### src/rtl/alu_issue_stage.sv
// ALU issue stage: decodes MIPS opcode/funct and registers the ALU operands behind a 2-entry skid buffer.
// It also resolves beq/bne from the ALU zero flag. Define ALU_ISSUE_STATS_EN to add the issued/stall counters.
module alu_issue_stage #(
  parameter int unsigned DATA_W = 32,
  parameter int unsigned CTRL_W = 4
) (
  input  logic              clk,
  input  logic              rst_n,
  input  logic              flush,
  input  logic              in_valid,
  output logic              in_ready,
  input  logic [5:0]        opcode,
  input  logic [5:0]        funct,
  input  logic [15:0]       imm,
  input  logic [DATA_W-1:0] rs_data,
  input  logic [DATA_W-1:0] rt_data,
  input  logic [DATA_W-1:0] pc_plus4,
  output logic              out_valid,
  input  logic              out_ready,
  output logic [CTRL_W-1:0] ALU_Control_sig,
  output logic [DATA_W-1:0] data_1,
  output logic [DATA_W-1:0] data_2,
  input  logic              zero_sig,
  output logic              illegal_op,
  output logic              branch_valid,
  output logic              branch_taken,
  output logic [DATA_W-1:0] branch_target
`ifdef ALU_ISSUE_STATS_EN
  ,
  output logic [31:0]       issued_count,
  output logic [31:0]       stall_count
`endif
);

  localparam logic [CTRL_W-1:0] ALU_AND = CTRL_W'(4'b0000);
  localparam logic [CTRL_W-1:0] ALU_OR  = CTRL_W'(4'b0001);
  localparam logic [CTRL_W-1:0] ALU_ADD = CTRL_W'(4'b0010);
  localparam logic [CTRL_W-1:0] ALU_SUB = CTRL_W'(4'b0110);
  localparam logic [CTRL_W-1:0] ALU_SLT = CTRL_W'(4'b0111);

  typedef struct packed {
    logic [CTRL_W-1:0] ctrl;
    logic [DATA_W-1:0] d1;
    logic [DATA_W-1:0] d2;
    logic [DATA_W-1:0] target;
    logic              br;
    logic              bne;
  } entry_t;

  entry_t            dec;
  logic              dec_legal;
  logic [DATA_W-1:0] imm_sext;
  logic [DATA_W-1:0] br_off;

  entry_t            out_q, out_d;
  entry_t            skid_q, skid_d;
  logic              out_valid_q, out_valid_d;
  logic              skid_valid_q, skid_valid_d;
  logic              in_ready_q, in_ready_d;
  logic              illegal_q, illegal_d;
  logic              br_valid_q, br_valid_d;
  logic              br_taken_q, br_taken_d;
  logic [DATA_W-1:0] br_target_q, br_target_d;
`ifdef ALU_ISSUE_STATS_EN
  logic [31:0]       issued_q, issued_d;
  logic [31:0]       stall_q, stall_d;
`endif

  logic accept, push, pop, br_fire;

  assign imm_sext = {{(DATA_W-16){imm[15]}}, imm};
  assign br_off   = {imm_sext[DATA_W-3:0], 2'b00};

  // Instruction decode into an entry plus a legality flag
  always_comb begin
    dec        = '0;
    dec_legal  = 1'b0;
    dec.d1     = rs_data;
    dec.d2     = rt_data;
    dec.target = pc_plus4 + br_off;
    case (opcode)
      6'h00: begin
        dec_legal = 1'b1;
        case (funct)
          6'h20:   dec.ctrl = ALU_ADD;
          6'h22:   dec.ctrl = ALU_SUB;
          6'h24:   dec.ctrl = ALU_AND;
          6'h25:   dec.ctrl = ALU_OR;
          6'h2A:   dec.ctrl = ALU_SLT;
          default: dec_legal = 1'b0;
        endcase
      end
      6'h23, 6'h2B, 6'h08: begin
        dec_legal = 1'b1;
        dec.ctrl  = ALU_ADD;
        dec.d2    = imm_sext;
      end
      6'h04, 6'h05: begin
        dec_legal = 1'b1;
        dec.ctrl  = ALU_SUB;
        dec.br    = 1'b1;
        dec.bne   = opcode[0];
      end
      default: dec_legal = 1'b0;
    endcase
  end

  assign accept  = in_valid && in_ready_q && !flush;
  assign push    = accept && dec_legal;
  assign pop     = out_valid_q && out_ready;
  assign br_fire = pop && out_q.br && !flush;

  // Next-state for the output/skid pair and the branch/illegal pulses
  always_comb begin
    out_d        = out_q;
    skid_d       = skid_q;
    out_valid_d  = out_valid_q;
    skid_valid_d = skid_valid_q;
    illegal_d    = accept && !dec_legal;
    br_valid_d   = br_fire;
    br_taken_d   = br_taken_q;
    br_target_d  = br_target_q;
`ifdef ALU_ISSUE_STATS_EN
    issued_d     = issued_q + 32'(pop);
    stall_d      = stall_q + 32'(out_valid_q && !out_ready);
`endif
    if (flush) begin
      out_valid_d  = 1'b0;
      skid_valid_d = 1'b0;
    end else if (pop) begin
      if (skid_valid_q) begin
        out_d        = skid_q;
        out_valid_d  = 1'b1;
        skid_valid_d = 1'b0;
      end else begin
        out_valid_d = push;
        if (push) out_d = dec;
      end
    end else if (!out_valid_q) begin
      out_valid_d = push;
      if (push) out_d = dec;
    end else if (push) begin
      skid_d       = dec;
      skid_valid_d = 1'b1;
    end
    if (br_fire) begin
      br_taken_d  = out_q.bne ? !zero_sig : zero_sig;
      br_target_d = out_q.target;
    end
    in_ready_d = !skid_valid_d;
  end

  always_ff @(posedge clk) begin
    if (!rst_n) begin
      out_q        <= '0;
      skid_q       <= '0;
      out_valid_q  <= 1'b0;
      skid_valid_q <= 1'b0;
      in_ready_q   <= 1'b1;
      illegal_q    <= 1'b0;
      br_valid_q   <= 1'b0;
      br_taken_q   <= 1'b0;
      br_target_q  <= '0;
`ifdef ALU_ISSUE_STATS_EN
      issued_q     <= '0;
      stall_q      <= '0;
`endif
    end else begin
      out_q        <= out_d;
      skid_q       <= skid_d;
      out_valid_q  <= out_valid_d;
      skid_valid_q <= skid_valid_d;
      in_ready_q   <= in_ready_d;
      illegal_q    <= illegal_d;
      br_valid_q   <= br_valid_d;
      br_taken_q   <= br_taken_d;
      br_target_q  <= br_target_d;
`ifdef ALU_ISSUE_STATS_EN
      issued_q     <= issued_d;
      stall_q      <= stall_d;
`endif
    end
  end

  assign in_ready        = in_ready_q;
  assign out_valid       = out_valid_q;
  assign ALU_Control_sig = out_q.ctrl;
  assign data_1          = out_q.d1;
  assign data_2          = out_q.d2;
  assign illegal_op      = illegal_q;
  assign branch_valid    = br_valid_q;
  assign branch_taken    = br_taken_q;
  assign branch_target   = br_target_q;
`ifdef ALU_ISSUE_STATS_EN
  assign issued_count    = issued_q;
  assign stall_count     = stall_q;
`endif

endmodule

### config.mk
export PLATFORM = sky130hd
export DESIGN_NAME = alu_issue_stage
export DESIGN_NICKNAME = d
export VERILOG_FILES = /design/src/rtl/alu_issue_stage.sv
export SDC_FILE = /design/constraint.sdc
export NUM_CORES = 1
export LEC_CHECK = 0
export CORE_MARGIN = 1
export CORE_UTILIZATION = 45
export CTS_BUF_LIST = sky130_fd_sc_hd__clkbuf_8 sky130_fd_sc_hd__clkbuf_16
export CTS_CLUSTER_SIZE = 10
export DETAILED_ROUTE_END_ITERATION = 10
export DONT_BUFFER_PORTS = 1
export HOLD_SLACK_MARGIN = 0.15
export PLACE_DENSITY = 0.71
export SYNTH_ARGS = -nofsm -noshare
export SYNTH_HDL_FRONTEND = slang
export SYNTH_SLANG_ARGS = --single-unit
### constraint.sdc
create_clock -name clk -period 3.9 [get_ports clk]
set_clock_uncertainty 0.2 [all_clocks]
set_input_delay 0.975 -clock clk [delete_from_list [all_inputs] [get_ports clk]]
set_output_delay 0.975 -clock clk [all_outputs]
set_load 0.05 [all_outputs]
==> results of run 1 <==
layout make-up:
class / instances / area [µm²] / share of cell area, %
Inverter: 15 / 58.81 / 0.4751
Clock buffer: 28 / 700.7 / 5.661
Timing Repair Buffer: 29 / 267.8 / 2.163
Tap cell: 335 / 419.2 / 3.386
Clock inverter: 4 / 46.29 / 0.3740
Multi-Input combinational cell: 1043 / 6061 / 48.96
Sequential cell: 241 / 4825 / 38.98
layer usage:
layer | track usage (%) | vias to the layer above | wire length, µm
li1 | - | 4981 | -
met1 | 29.65 | 4928 | 14030
met2 | 40.57 | 343 | 16110
met3 | 6.856 | 63 | 3027
met4 | 8.757 | 0 | 1046
met5 | 0 | - | 0
worst register-to-register path, stage by stage (launching register included):
cell and delay, ps:
dfxtp_1 860, nand3_4 670, a31oi_4 380, buf_4 420
o21ai_0 180, a21oi_1 130
cells by family after synthesis:
family          after synthesis  synth area share (%)
fa+ha+maj                    30                 3.216
mux                          20                 1.713
flops                       241                 40.53
simple gates                438                 17.15
buf+inv                     198                 8.892
compound gates              535                 27.02
xor+xnor                     20                 1.471
worst paths after layout:
| path | startpoint | endpoint | slack (ps) | cells after the start |
|---|---|---|---|---|
| hold / removal | skid_q[74] | skid_q[74] | 250 | 2 |
| setup reg to reg | out_valid | data_1[11] | 960 | 5 |
| hold reg to reg | skid_q[74] | skid_q[74] | 250 | 2 |
| setup / recovery | imm[0] | skid_q[32] | 800 | 10 |
cells in the mapped netlist, types with 14 or more instances:
master and number:
nand3_1 38, a31oi_1 26, a21o_1 17, inv_1 14, o221a_2 18, dfxtp_1 241, nor2_1 89, a21oi_1 204
or3_1 44, buf_4 71, nand2_1 192, buf_2 21, clkbuf_1 83, o221ai_1 17, a211oi_1 44, mux2i_1 17
o21ai_0 157, ha_1 29
stage by stage:
step                      worst slack (ps)  hold slack (ps)
after floorplan                      560.5            228.7
after global placement               301.6            234.8
after detailed placement             262.3            240.4
after CTS                            835.7            248.2
after global routing                 656.6            261.1
final                                801.4            245.3
sequential cells by signal, summed over array words and instances, names as in the netlist:
signal	flops
ALU_Control_sig	4
branch_taken	1
branch_target	32
branch_valid	1
data_1	32
data_2	32
illegal_op	1
in_ready	1
out_q	34
out_valid	1
skid_q	101
skid_valid_q	1
power breakdown:
part | total (mW) | switching (mW) | internal, mW | leakage (nW)
clock | 2.26 | 0.987 | 1.27 | 0.372
sequential | 2.51 | 0.0322 | 2.47 | 1.94
combinational | 0.465 | 0.294 | 0.172 | 2.12
total | 5.23 | 1.31 | 3.91 | 4.43
==> results.toml, run 1 <==
[place]
dp_cells = 1663
dpl_cell_area_um2 = 11630
dp_hpwl_mm = 22.95
place_congestion = 0.8936
io_buffers = 0

[timing]
setup_viol_count_final = 0
rsz0062_at_grt = "false"
max_slew_margin_pct = 41.96
fin_crit_ps = 3099
worst_pin_slew_ps = 869.9
fmax_mhz = 322.7
hold_viol_final = 0
drv_slew = 0
setup-tns-final_ps = 0
final.period_utilization_pct = 79.45

[yosys]
synthArstFlopShare_pct = 0
synth_edf_count = 0
synth_area_leaders = "dfxtp_1 41%, a21oi_1 8.6%, o21ai_0 6.6%, nand2_1 6.1%, buf_4 4.5%"
synthCells = 1482
ys_seq_area_share_pct = 40.53
ys_warn_count = 0
synthFlopType = "dfxtp_1"
synth_cell_types = 74
synth_top_cell_by_area = "dfxtp_1"
synth_nets = 1642
netlist_area_um2 = 11900
syn_avg_cell_area_um2 = 8.032
synth-seq-cells = 241
yosysTopAreaCellShare_pct = 40.53

[grt]
grt_pass1_wl_mm = 52.40
antenna_found_initial = 0
grt_util_all_layers_pct = 24.30
grt-ovfl-total = 0
grt_max_degree = 120
grt_pass1_vias = 9527

[worst_setup_path]
cp_num_buf_inv = 1
path_class = "input port to flip-flop"
arrival_ps = 3390
cp.required_ps = 4190
crit_fanout = 5
cp_cell_sequence = "ha_1 -> inv_1 -> fa_1 -> nor2b_1 -> o31a_1 -> o211ai_1 -> a31o_2 -> o21ba_2 -> or4_1 -> a31oi_1"
worst_path_max_delay_cell = "or4_1"
cp_top_family = "compound AO/OA/AOI/OAI gates"
end_kind = "flip-flop"
cp_slowest_stage_delay_ps = 480
startpoint_type = "input port"

[cts]
htree_levels = 1
numCtsBuffers = 28
cts_tree = "yes"
cts-root-buf = "clkbuf_16"
clkSlewWorstSetupHoldPaths_ps = 60
ctsHoldBuffers = 0
clock-sinks = 241
post_cts_buffers = 0
cts_resized = 0
insertion_delay_ps = 560
cts_buffer_depth = 3

[layout]
n_antenna_cell = 0
fillers = 2553
area_delta_synth_final_pct = 3.983
final_area_um2 = 12380
fin_util_pct = 47.64
final_common_cell = "dfxtp_1"
layout_common_cells = "241 x dfxtp_1, 204 x a21oi_1, 191 x nand2_1, 157 x o21ai_0, 88 x nor2_1"
fin_cells = 1695
nNetsFinal = 1518
drive_gt1_share_pct = 7.426

[detailed_routing]
num_vias = 10320
drt_pass1_iterations = 6
avgViaCountPerCell = 6.086
drtAntennaViolNets = 0
drc = 0
wirelength_mm = 34.21
wl_per_cell_um = 20.18
drt_iter0_drc = 1040

[floorplan]
die_h_um = 164.6
dieArea_um2 = 27110
io_pins = 235
start_util_pct = 45.81
die_x_um = 164.6
rows = 59
core-area_um2 = 25980

[hold_path]
min_path_type = "flip-flop to flip-flop"

[run]
cap_violations = 0

[power_and_ir_drop]
power_mw = 5.228
peakVddDrop_mv = 0.3601
pwr_density_cell_nw_per_um2 = 422.3
p_leak_nw = 4.432

[run_status]
status = "finished clean"
(Power assumes the default switching activity.)
==> run 2: changes to the inputs <==
Settings changed: ABC_AREA set to 1, PLACE_DENSITY 0.71 to 0.73.
Clock period 3.9 ns to 2.8 ns, I/O delays scaled along.
==> run 2 against run 1 <==
Against the previous run: flip-flop and latch count did not move; register-to-register slack got worse by 690 ps; area after synthesis rose by 11%; critical path type unchanged; clock-buffer cell count rose by 2; largest power group unchanged.
==> results.toml, run 2 <==
[run_status]
status = "finished clean"

[yosys]
synth_commonest_cells = "420 x nand2_1, 253 x inv_1, 249 x a21oi_1"
synthCells = 1995
synth_area_leaders = "dfxtp_1 37%, nand2_1 12%, a21oi_1 9.4%, o21ai_0 9.1%, inv_1 7.2%"
synth_nets = 2155
ys_warn_count = 0
syn_avg_cell_area_um2 = 6.624
yosysTopAreaCellShare_pct = 36.51
synth_edf_count = 0
synthFlopType = "dfxtp_1"
synthArstFlopShare_pct = 0
netlist_area_um2 = 13210
ys_seq_area_share_pct = 36.51
synth_cell_types = 38
synth-seq-cells = 241
yosys.cell_count.top_type = "nand2_1"
synth_top_cell_by_area = "dfxtp_1"

[floorplan]
die_h_um = 173.4
die_x_um = 173.4
dieArea_um2 = 30050
io_pins = 235
core-area_um2 = 28780
rows = 62
start_util_pct = 45.91

[layout]
nNetsFinal = 2124
area_delta_synth_final_pct = 11.32
drive_gt1_share_pct = 4.711
fin_util_pct = 51.11
top_regs = "skid_q x101, out_q x34"
largest_register = "skid_q"
largest_register_ffs = 101
final_area_um2 = 14710
fin_cells = 2358
final_common_cell = "nand2_1"
fillers = 2771
layout_common_cells = "420 x nand2_1, 260 x inv_1, 249 x a21oi_1, 241 x dfxtp_1, 241 x o21ai_0"
n_antenna_cell = 0

[cts]
cts_buffer_depth = 3
post_cts_buffers = 0
htree_levels = 1
clock-sinks = 241
cts-root-buf = "clkbuf_16"
clkSlewWorstSetupHoldPaths_ps = 50
cts_tree = "yes"
insertion_delay_ps = 550
numCtsBuffers = 30

[place]
io_buffers = 0
dp_hpwl_mm = 25.27
dpl_cell_area_um2 = 13030
pre_cts_ws_ps = 67.65
place_congestion = 0.8936
dp_cells = 2235

[worst_setup_path]
crit_top_cell = "nand2_4"
cp_slowest_stage_delay_ps = 590
cp.required_ps = 3070
startpoint_type = "input port"
worst_path_max_delay_cell = "dlygate4sd3_1"
cp_cell_sequence = "nor2_2 -> nand3_1 -> nand2_1 -> nand2_2 -> nand4_4 -> nand2_4 -> nand2_4 -> buf_6 -> o21ai_0 -> dlygate4sd3_1 -> a21oi_1"
arrival_ps = 2970
path_class = "input port to flip-flop"
end_kind = "flip-flop"
crit_fanout = 29

[power_and_ir_drop]
p_int_mw = 5.752
peakVddDrop_mv = 0.4291
pwr_density_cell_nw_per_um2 = 527.5
seqPwrFrac_pct = 44.9
p_leak_nw = 6.438
p_switching_mw = 2.007
p_comb_share_pct = 11.3
clkPwrFrac_pct = 43.8
switching_share_pct = 25.86

[detailed_routing]
num_vias = 12680
avgViaCountPerCell = 5.376
drt_pass1_iterations = 5
drc = 0
wl_per_cell_um = 16.26
wirelength_mm = 38.35
drt_iter0_drc = 926
drtAntennaViolNets = 0

[timing]
setup_viol_count_final = 0
setup-tns-final_ps = 0
fmax_mhz = 369.9
final.period_utilization_pct = 96.54
drv_slew = 0
setup_ws_ps = 96.92
worst_pin_slew_ps = 665.1
max_slew_margin_pct = 55.60
hold_viol_final = 0
rsz0062_at_grt = "false"
fin_crit_ps = 2703

[grt]
grt-ovfl-total = 0
grt_max_degree = 148
grt_pass1_vias = 12180
grt_pass1_wl_mm = 62.24
grt_util_all_layers_pct = 25.10
antenna_found_initial = 1

[hold_path]
min_path_type = "input port to flip-flop"

[run]
cap_violations = 0
[run 2: changes by cell type after synthesis, sizes merged, moves of 18 or more]
cell	previous run	this run
inv	15	258
nand2	193	424
nor2	91	197
o21ai	159	263
a21oi	204	250
or3	44	0
nand3	38	63
a31oi	27	3
a211oi	44	23
clkbuf	83	62
o221a	18	0
[run 2: final cells by class]
class	instances	area [µm²]	area share [%]
timing repair buffer	115	1237	8.413
clock inverter	12	95.09	0.6465
sequential	241	4825	32.80
multi-input combinational	1316	6340	43.10
inverter	260	980.9	6.669
clock buffer	30	750.7	5.104
tap	384	480.5	3.266
[run 2: power by group through the flow]
stage	sequential (mW)	combinational [mW]	clock [mW]
after CTS	3.48	0.876	3.47
final	3.48	0.880	3.40
after global routing	3.48	0.990	3.61
after detailed placement	3.56	0.769	0
after floorplan	3.53	0.630	0
after global placement	3.56	0.759	0
[run 2: final timing paths]
check         startpoint    endpoint  slack, ps  cells past startpoint
max            opcode[5]   data_1[4]        100                     11
min          rs_data[23]  data_1[23]        180                      2
max reg2reg     in_ready   data_1[4]        270                      8
min reg2reg   skid_q[56]  skid_q[56]        250                      2
[run 2: critical path: cells and delay by family]
family / cells / cell delay, ps
AOI/OAI and AO/OA: 2 / 270
buffers and inverters: 2 / 840
and+or+nand+nor: 7 / 1130
[run 2: per-layer routing]
layer	vias up	global-route usage [%]	part of all wire (%)
met3	98	5.154	7.7
li1	6272	-	-
met1	5831	29.89	41
met4	2	10.10	3.6
met2	474	43.89	48
met5	-	0	0.021
[run 2: stage by stage]
step	hold slack (ps)	total power [mW]
floorplan	215.3	4.155
global placement	236.3	4.315
detailed placement	240.9	4.325
CTS	151.4	7.828
global route	180.9	8.079
finish	178.2	7.759
[run 2: cell families after synthesis]
| logic type | synth area share (%) |
|---|---|
| buf+inv | 15.59 |
| fa+ha+maj | 2.897 |
| simple gates | 22.00 |
| xor+xnor | 1.061 |
| mux | 0.1515 |
| flops | 36.51 |
| compound gates | 21.80 |
[run 2: what timing repair did]
action / CTS / global route
gates resized for setup: 0 / 1
endpoints found under the setup margin: 0 / 6
endpoints found under the hold margin: 218 / 0
hold buffers: 81 / 0
==> run 3: changes to the inputs <==
Settings changed: CTS_BUF_LIST sky130_fd_sc_hd__clkbuf_8 sky130_fd_sc_hd__clkbuf_16 to not set, CTS_CLUSTER_SIZE 10 to 25, TNS_END_PERCENT set to 20.
==> run 3 against run 2 <==
Against the previous run: clock-buffer cell count increased by 4; utilization decreased by 0.10 points; via count decreased by 0.75%; design area decreased by 0.20%; power increased by 5.7%; clock power increased by 13%; final cell count decreased by 0.34%.
==> results.toml, run 3 (synthesis results as in run 2) <==
[cts]
clkSlewWorstSetupHoldPaths_ps = 60
clock-sinks = 241
cts_tree = "yes"
insertion_delay_ps = 530
htree_levels = 1
post_cts_buffers = 0
cts_buffer_depth = 3
cts-root-buf = "clkbuf_16"
numCtsBuffers = 27

[hold_path]
min_path_type = "input port to flip-flop"

[worst_setup_path]
cp.required_ps = 3060
end_kind = "flip-flop"
crit_fanout = 29
startpoint_type = "input port"
arrival_ps = 2860
path_class = "input port to flip-flop"

[layout]
area_delta_synth_final_pct = 11.10
fin_util_pct = 51.01
n_antenna_cell = 0
nNetsFinal = 2105
drive_gt1_share_pct = 5.392
final_common_cell = "nand2_1"
top_regs = "skid_q x101, out_q x34"
largest_register = "skid_q"
final_area_um2 = 14680
layout_common_cells = "420 x nand2_1, 253 x inv_1, 249 x a21oi_1, 241 x dfxtp_1, 241 x o21ai_0"
largest_register_ffs = 101

[detailed_routing]
drtAntennaViolNets = 0
num_vias = 12580
wl_per_cell_um = 16.25
drc = 0
avgViaCountPerCell = 5.354
drt_pass1_iterations = 5
drt_iter0_drc = 987
wirelength_mm = 38.18

[timing]
hold_viol_final = 0
fmax_mhz = 385.7
max_slew_margin_pct = 37.18
worst_pin_slew_ps = 939.2
setup-tns-final_ps = 0
setup_viol_count_final = 0
drv_slew = 0
rsz0062_at_grt = "false"
final.period_utilization_pct = 92.59
fin_crit_ps = 2593

[power_and_ir_drop]
pwr_density_cell_nw_per_um2 = 558.8
peakVddDrop_mv = 0.4412
p_leak_nw = 6.436

[floorplan]
io_pins = 235
rows = 62
start_util_pct = 45.91
die_x_um = 173.4
dieArea_um2 = 30050
die_h_um = 173.4
core-area_um2 = 28780

[run_status]
status = "finished clean"

[place]
dpl_cell_area_um2 = 13030
io_buffers = 0
dp_hpwl_mm = 25.27
place_congestion = 0.8936

[grt]
grt_max_degree = 148
antenna_found_initial = 1
grt_util_all_layers_pct = 25.06
grt_pass1_vias = 12210
grt_pass1_wl_mm = 62.23
grt-ovfl-total = 0

[run]
cap_violations = 0
run 3: stage by stage:
step	total power [mW]	hold WS (ps)	setup slack [ps]	instances
6_report	8.204	159.1	207.5	2350
4_1_cts	8.258	152.7	137.5	2350
5_1_grt	8.515	172.7	69.26	2350
3_3_place_gp	4.315	236.3	85.94	2235
3_5_place_dp	4.325	240.9	67.65	2235
2_1_floorplan	4.155	215.3	334.8	1995
run 3: final timing paths:
| kind | cells past startpoint | to | startpoint | slack (ps) |
|---|---|---|---|---|
| max reg2reg | 9 | data_1[4] | out_valid | 330 |
| max | 11 | data_1[4] | opcode[5] | 210 |
| min | 2 | skid_q[2] | pc_plus4[0] | 160 |
| min reg2reg | 2 | skid_q[56] | skid_q[56] | 250 |
run 3: routing by layer:
| layer | wire length [µm] | up-vias | part of all wire (%) | global-route usage [%] |
|---|---|---|---|---|
| li1 | - | 6249 | - | - |
| met3 | 2853 | 95 | 7.5 | 5.219 |
| met1 | 15780 | 5774 | 41 | 30.24 |
| met4 | 1476 | 2 | 3.9 | 10.10 |
| met5 | 8 | - | 0.021 | 0 |
| met2 | 18060 | 462 | 47 | 43.26 |
run 3: worst max-delay path, stage by stage:
cell and delay [ps]:
nor2_2 150, nand3_1 90, nand2_1 90, nand2_2 200, nand4_4 220, nand2_8 170, nand2_4 120, buf_6 240
o21ai_0 130, dlygate4sd3_1 600, a21oi_1 120
run 3: final cells by class:
type	instances	area, µm²
fillers	2775	14100
well taps	384	480.5
clock buffers	34	752.0
flip-flops and latches	241	4825
inverters	260	980.9
clock inverters	16	216.5
repair buffers	99	1077
multi-input cells	1316	6349
run 3: what timing repair did:
item	CTS	global route
setup endpoints to repair	0	6
gates resized for setup	0	2
hold buffers	65	0
endpoints found under the hold margin	200	0
run 3: where the power goes:
| group | leakage, nW | total [mW] | switching [mW] | internal (mW) |
|---|---|---|---|---|
| Clock | 0.487 | 3.85 | 1.49 | 2.37 |
| Sequential | 1.94 | 3.48 | 0.0386 | 3.44 |
| Combinational | 4.01 | 0.873 | 0.567 | 0.306 |
